--- config.mk ---
export PLATFORM = sky130hd
export DESIGN_NAME = stream_arb_2x1
export DESIGN_NICKNAME = d
export VERILOG_FILES = /design/src/rtl/stream_arb_2x1_pkg.sv /design/src/rtl/arb_rr_2.sv /design/src/rtl/stream_arb_2x1.sv
export SDC_FILE = /design/constraint.sdc
export NUM_CORES = 1
export LEC_CHECK = 0
export BUFFER_PORTS_ARGS = -buffer_cell sky130_fd_sc_hd__buf_4
export CORE_ASPECT_RATIO = 0.8
export CORE_MARGIN = 2
export CORE_UTILIZATION = 38
export DETAILED_ROUTE_END_ITERATION = 8
export GPL_ROUTABILITY_DRIVEN = 0
export GPL_TIMING_DRIVEN = 0
export PLACE_DENSITY_LB_ADDON = 0.15
export SYNTH_ARGS = -nofsm -noshare
export SYNTH_HDL_FRONTEND = slang
export SYNTH_SLANG_ARGS = --single-unit
export TNS_END_PERCENT = 100
--- constraint.sdc ---
create_clock -name clk -period 1.4 [get_ports clk]
set_input_delay 0.42 -clock clk [delete_from_list [all_inputs] [get_ports clk]]
set_output_delay 0.42 -clock clk [all_outputs]
set_load 0.03 [all_outputs]
--- src/rtl/stream_arb_2x1_pkg.sv ---
// rtl/stream_arb_2x1_pkg.sv - shared constants and lock FSM encoding for stream_arb_2x1
package stream_arb_2x1_pkg;

  localparam int DEF_WIDTH = 8;

  localparam logic SRC_A = 1'b0;
  localparam logic SRC_B = 1'b1;

  typedef enum logic [1:0] {
    ST_IDLE   = 2'd0,
    ST_LOCK_A = 2'd1,
    ST_LOCK_B = 2'd2
  } lock_state_t;

endpackage

--- src/rtl/arb_rr_2.sv ---
// rtl/arb_rr_2.sv - combinational two-way round-robin grant with packet lock override
module arb_rr_2
  import stream_arb_2x1_pkg::*;
(
  input  logic        a_valid,
  input  logic        b_valid,
  input  logic        last,
  input  logic        load,
  input  lock_state_t lock_state,
  output logic        grant_a,
  output logic        grant_b
);

  always_comb begin
    grant_a = 1'b0;
    grant_b = 1'b0;
    if (load) begin
      case (lock_state)
        ST_LOCK_A: grant_a = a_valid;
        ST_LOCK_B: grant_b = b_valid;
        default: begin
          // On a tie the source that did not win last time goes next
          if (a_valid && b_valid) begin
            grant_a = (last == SRC_B);
            grant_b = (last == SRC_A);
          end else begin
            grant_a = a_valid;
            grant_b = b_valid;
          end
        end
      endcase
    end
  end

endmodule

--- src/rtl/stream_arb_2x1.sv ---
// rtl/stream_arb_2x1.sv - 2:1 round-robin stream arbiter with registered output stage
// Optional packet locking enabled by defining ARB_PKT_LOCK_EN.
module stream_arb_2x1
  import stream_arb_2x1_pkg::*;
#(
  parameter int WIDTH = DEF_WIDTH
) (
  input  logic             clk,
  input  logic             rst_n,
  input  logic             a_valid,
  input  logic [WIDTH-1:0] a_data,
  output logic             a_ready,
  input  logic             b_valid,
  input  logic [WIDTH-1:0] b_data,
  output logic             b_ready,
  output logic             out_valid,
  output logic [WIDTH-1:0] out_data,
  output logic             sel,
  input  logic             out_ready
`ifdef ARB_PKT_LOCK_EN
  ,
  input  logic             a_last,
  input  logic             b_last,
  output logic             out_last
`endif
);

  logic             r_out_valid;
  logic [WIDTH-1:0] r_out_data;
  logic             r_sel;
  logic             r_last;

  logic        w_load;
  logic        w_grant_a;
  logic        w_grant_b;
  logic        w_xfer_a;
  logic        w_xfer_b;
  logic        w_xfer;
  logic        w_win;
  logic        w_ptr_upd;
  lock_state_t w_lock_state;

  assign w_load   = !r_out_valid || out_ready;
  assign a_ready  = rst_n && w_grant_a;
  assign b_ready  = rst_n && w_grant_b;
  assign w_xfer_a = a_valid && a_ready;
  assign w_xfer_b = b_valid && b_ready;
  assign w_xfer   = w_xfer_a || w_xfer_b;
  assign w_win    = w_xfer_b ? SRC_B : SRC_A;

  arb_rr_2 u_arb (
    .a_valid    (a_valid),
    .b_valid    (b_valid),
    .last       (r_last),
    .load       (w_load),
    .lock_state (w_lock_state),
    .grant_a    (w_grant_a),
    .grant_b    (w_grant_b)
  );

`ifdef ARB_PKT_LOCK_EN
  lock_state_t r_state;
  lock_state_t w_state_nxt;
  logic        r_out_last;

  always_ff @(posedge clk) begin
    if (!rst_n) begin
      r_state <= ST_IDLE;
    end else begin
      r_state <= w_state_nxt;
    end
  end

  always_comb begin
    w_state_nxt = r_state;
    case (r_state)
      ST_IDLE: begin
        if (w_xfer_a && !a_last) begin
          w_state_nxt = ST_LOCK_A;
        end else if (w_xfer_b && !b_last) begin
          w_state_nxt = ST_LOCK_B;
        end
      end
      ST_LOCK_A: if (w_xfer_a && a_last) w_state_nxt = ST_IDLE;
      ST_LOCK_B: if (w_xfer_b && b_last) w_state_nxt = ST_IDLE;
      default:   w_state_nxt = ST_IDLE;
    endcase
  end

  always_ff @(posedge clk) begin
    if (!rst_n) begin
      r_out_last <= 1'b0;
    end else if (w_xfer) begin
      r_out_last <= w_xfer_b ? b_last : a_last;
    end
  end

  assign w_lock_state = r_state;
  // Pointer moves once per packet: only beats arbitrated from IDLE touch it
  assign w_ptr_upd    = (r_state == ST_IDLE);
  assign out_last     = r_out_last;
`else
  assign w_lock_state = ST_IDLE;
  assign w_ptr_upd    = 1'b1;
`endif

  always_ff @(posedge clk) begin
    if (!rst_n) begin
      r_out_valid <= 1'b0;
      r_out_data  <= '0;
      r_sel       <= SRC_A;
    end else if (w_xfer) begin
      r_out_valid <= 1'b1;
      r_out_data  <= w_xfer_b ? b_data : a_data;
      r_sel       <= w_win;
    end else if (out_ready) begin
      r_out_valid <= 1'b0;
    end
  end

  always_ff @(posedge clk) begin
    if (!rst_n) begin
      r_last <= SRC_B;
    end else if (w_xfer && w_ptr_upd) begin
      r_last <= w_win;
    end
  end

  assign out_valid = r_out_valid;
  assign out_data  = r_out_data;
  assign sel       = r_sel;

endmodule

==> metrics <==
violations in the final reports negative setup slack; overall die area 1971 um2; crit path DAT 1.19 ns; WL met2 986 um; post-synthesis sequential area ratio between 30 and 40%; antenna violations before repair 0; share of the clock period used by the worst path 114.9%; end-of-flow core utilization between 60% and 70%; post-detail-place hpwl about 1.3 mm; number of unique standard cell types used by synthesis 23; vias in the first global route 657; Worst EP required 0.98 ns; area growth from synthesis to final layout 60.61%; root cell of the clock tree sky130_fd_sc_hd__clkbuf_4; starting DRC count in detailed routing 14; number of antenna-violating nets in the routed design 0; WS Path Type reg2out; die span in y roughly 40 um; horizontal die dimension around 49 um; Max Clock Skew 0.001528 ns; Worst Path Max Fanout 3; Total GRT Usage 21.28%; switching share of power 32.98%; number of standard-cell rows in the floorplan 13; depth of the CTS H-tree 1; worst hold stages 3; mean instance size in the synthesized netlist 9.108 um2; R2R setup slack ~0.090 ns; Clock transition at path regs 0.08 ns; post-layout power between 0.8 and 0.9 mW; clock network fraction of total power 26.0%; area of all placed cells without fillers between 900 and 1000 um2; PnR worst setup slack -0.2079 ns; total count of hold-check failures in the final report 0; proportion of power drawn by flip-flops and latches between 40% and 50%; largest cells by area after synthesis sky130_fd_sc_hd__dfxtp_1, sky130_fd_sc_hd__a311oi_1, sky130_fd_sc_hd__o31ai_1; global-route wire length before repair about 3 mm; crit-path max cell delay roughly 0.33 ns; global-route congestion overflow total 0; Place WS -0.4230 ns; Max Fclk 0.6219 GHz; Synth area leader sky130_fd_sc_hd__dfxtp_1; most frequent cells after synthesis sky130_fd_sc_hd__dfxtp_1, sky130_fd_sc_hd__a31oi_1, sky130_fd_sc_hd__nand4_1, sky130_fd_sc_hd__o31ai_1, sky130_fd_sc_hd__a311oi_1; shortest clock period the worst path allows after layout about 1.6 ns; Starting Density 39.25%; fin nets 128; number of nets in the synthesized netlist 89; most instantiated flip-flop cell in the synthesis netlist sky130_fd_sc_hd__dfxtp_1; Num CTS Buffers 3; ratio of routed vias to standard cells 5.719; routed length per instance between 15 and 20 um; Pre-Repair DR Iteration Count 4; TritonCTS clock tree yes; number of cells in the design after placement roughly 120; I/O pin count 33; overall routed net length 1.952 mm; yosys warns 0; combinational share of power 34.0%; top cell type's share of synthesized area a little over a third; antenna fix cells 0; Final Setup Violations 2; Static Leakage 0.4100 nW; net switching power figure ~0.29 mW; cell-by-cell trace of the critical path a21bo_4, nor3_4, buf_6; Async SR Flop Fraction 0%; Floorplan Core Area 1578 um2; DRC Markers 0; Worst Tran Pin Value about 0.44 ns; number of synthesized flops with an enable pin 0; Routed met3 length approximately 130 um; top layer reached by signal wires met4; outcome finished with violations; number of buffer cells added on primary ports 32; Cells after Synth slightly below 70; CTS Sinks 11; cell at the slowest stage of the critical path sky130_fd_sc_hd__dfxtp_2; number of cells on the worst reg-to-reg path 5; routed metal-1 wire length 824 um; Final Max Tran Viols 0; Netlist Area Pre-Place about 620 um2; endpoint class of the critical path primary output; fraction of final layout cells sized beyond drive strength 1 slightly above 50%; most numerous cell in the Yosys netlist sky130_fd_sc_hd__dfxtp_1; Maximum Capacitance Violations 0; Synth Register Bits 11; Worst Hold Class in2reg; power density over cell area 882.2 nW/um2; nature of the critical path startpoint flip-flop; maximum number of pins on one net before global-route repair 11; Internal around 0.59 mW; Placement Cell Area roughly 910 um2; largest buffer count on any clock path 2; maximum vdd ir drop between 0.6 and 0.7 mV; Worst slew margin a little over two thirds; unrepaired setup endpoints after global routing true; final instance count without filler cells 128; total via count in the routed design about 730; clock latency reported for the late side of the worst-skew pair approximately 0.27 ns
-- routing by layer --
layer	vias up	track usage, %
met5	-	0
met4	0	8.571
met3	2	5.970
met2	25	39.86
met1	349	23.87
li1	356	-
-- layout make-up --
cell class	count	area, um2
Multi-Input combinational cell	45	375.4
Clock buffer	4	26.28
Buffer	7	53.80
Tap cell	22	27.53
Inverter	3	11.26
Timing Repair Buffer	36	277.8
Fill cell	133	583.1
Sequential cell	11	222.7
-- power by group through the flow --
stage | clock network [mW] | registers, mW | logic (mW)
4_1_cts | 0.233 | 0.351 | 0.298
6_report | 0.228 | 0.351 | 0.298
2_1_floorplan | 0 | 0.402 | 0.121
3_5_place_dp | 0 | 0.358 | 0.275
3_3_place_gp | 0 | 0.357 | 0.273
5_1_grt | 0.254 | 0.354 | 0.316
-- per-stage QoR --
stage / setup TNS [ns] / hold slack, ns
global placement: -2.190 / 0.5337
finish: -0.3596 / 0.4282
CTS: -0.3661 / 0.4227
detailed placement: -2.171 / 0.5420
global route: -0.4504 / 0.4269
floorplan: -0.1140 / 0.5191
-- registers in the layout, indices dropped and copies added (netlist names) --
name / flops
out_data: 8
out_valid: 1
r_last: 1
sel: 1
-- worst max-delay path: cells and delay by family, from the launching register on --
kind,cells,cell delay [ns]
AND/OR/NAND/NOR,1,0.20
buffers and inverters,1,0.16
flip-flops,1,0.33
AO/OA/AOI/OAI,1,0.23
-- worst paths after layout --
kind,startpoint,endpoint
worst max-delay path,r_last,b_ready
worst min-delay path,a_data[2],out_data[2]
worst min register to register,out_data[2],out_data[2]
worst max register to register,out_valid,out_data[0]
-- logic make-up (layout without fill, tap and decap cells) --
group	after synthesis	count (layout)	share of synthesized area [%]
compound gates	30	30	38.18
buf+inv	12	50	10.10
simple gates	15	15	16.16
flops	11	11	35.56
-- layout by cell type (no fill, tap or decap) --
master                     Yosys  layout
sky130_fd_sc_hd__or2_1         1       1
sky130_fd_sc_hd__nor2b_4       0       1
sky130_fd_sc_hd__buf_2         2       1
sky130_fd_sc_hd__a31oi_1       8       8
sky130_fd_sc_hd__buf_4         0      35
sky130_fd_sc_hd__and3_4        1       1
sky130_fd_sc_hd__dfxtp_2       0       2
sky130_fd_sc_hd__a41oi_1       1       1
sky130_fd_sc_hd__buf_6         2       5
sky130_fd_sc_hd__inv_1         2       2
sky130_fd_sc_hd__o221ai_1      1       1
sky130_fd_sc_hd__a311oi_2      1       1
sky130_fd_sc_hd__nand2b_1      2       2
sky130_fd_sc_hd__a311oi_1      7       7
sky130_fd_sc_hd__o31ai_1       8       8
sky130_fd_sc_hd__clkbuf_1      4       3
sky130_fd_sc_hd__o21a_1        2       2
sky130_fd_sc_hd__and4_4        0       1
sky130_fd_sc_hd__dfxtp_1      11       9
sky130_fd_sc_hd__nand4_1       8       8
sky130_fd_sc_hd__a21boi_4      0       1
sky130_fd_sc_hd__clkbuf_4      0       3
sky130_fd_sc_hd__inv_2         1       1
sky130_fd_sc_hd__a21bo_4       0       1
sky130_fd_sc_hd__nor3_4        0       1
-- repair_timing --
action                     CTS  global route
resized for setup           12             3
hold buffers                 0             0
buffers inserted             4             0
setup endpoints to repair    2             9
pin swaps                    2             2
(Power assumes the default switching activity.)
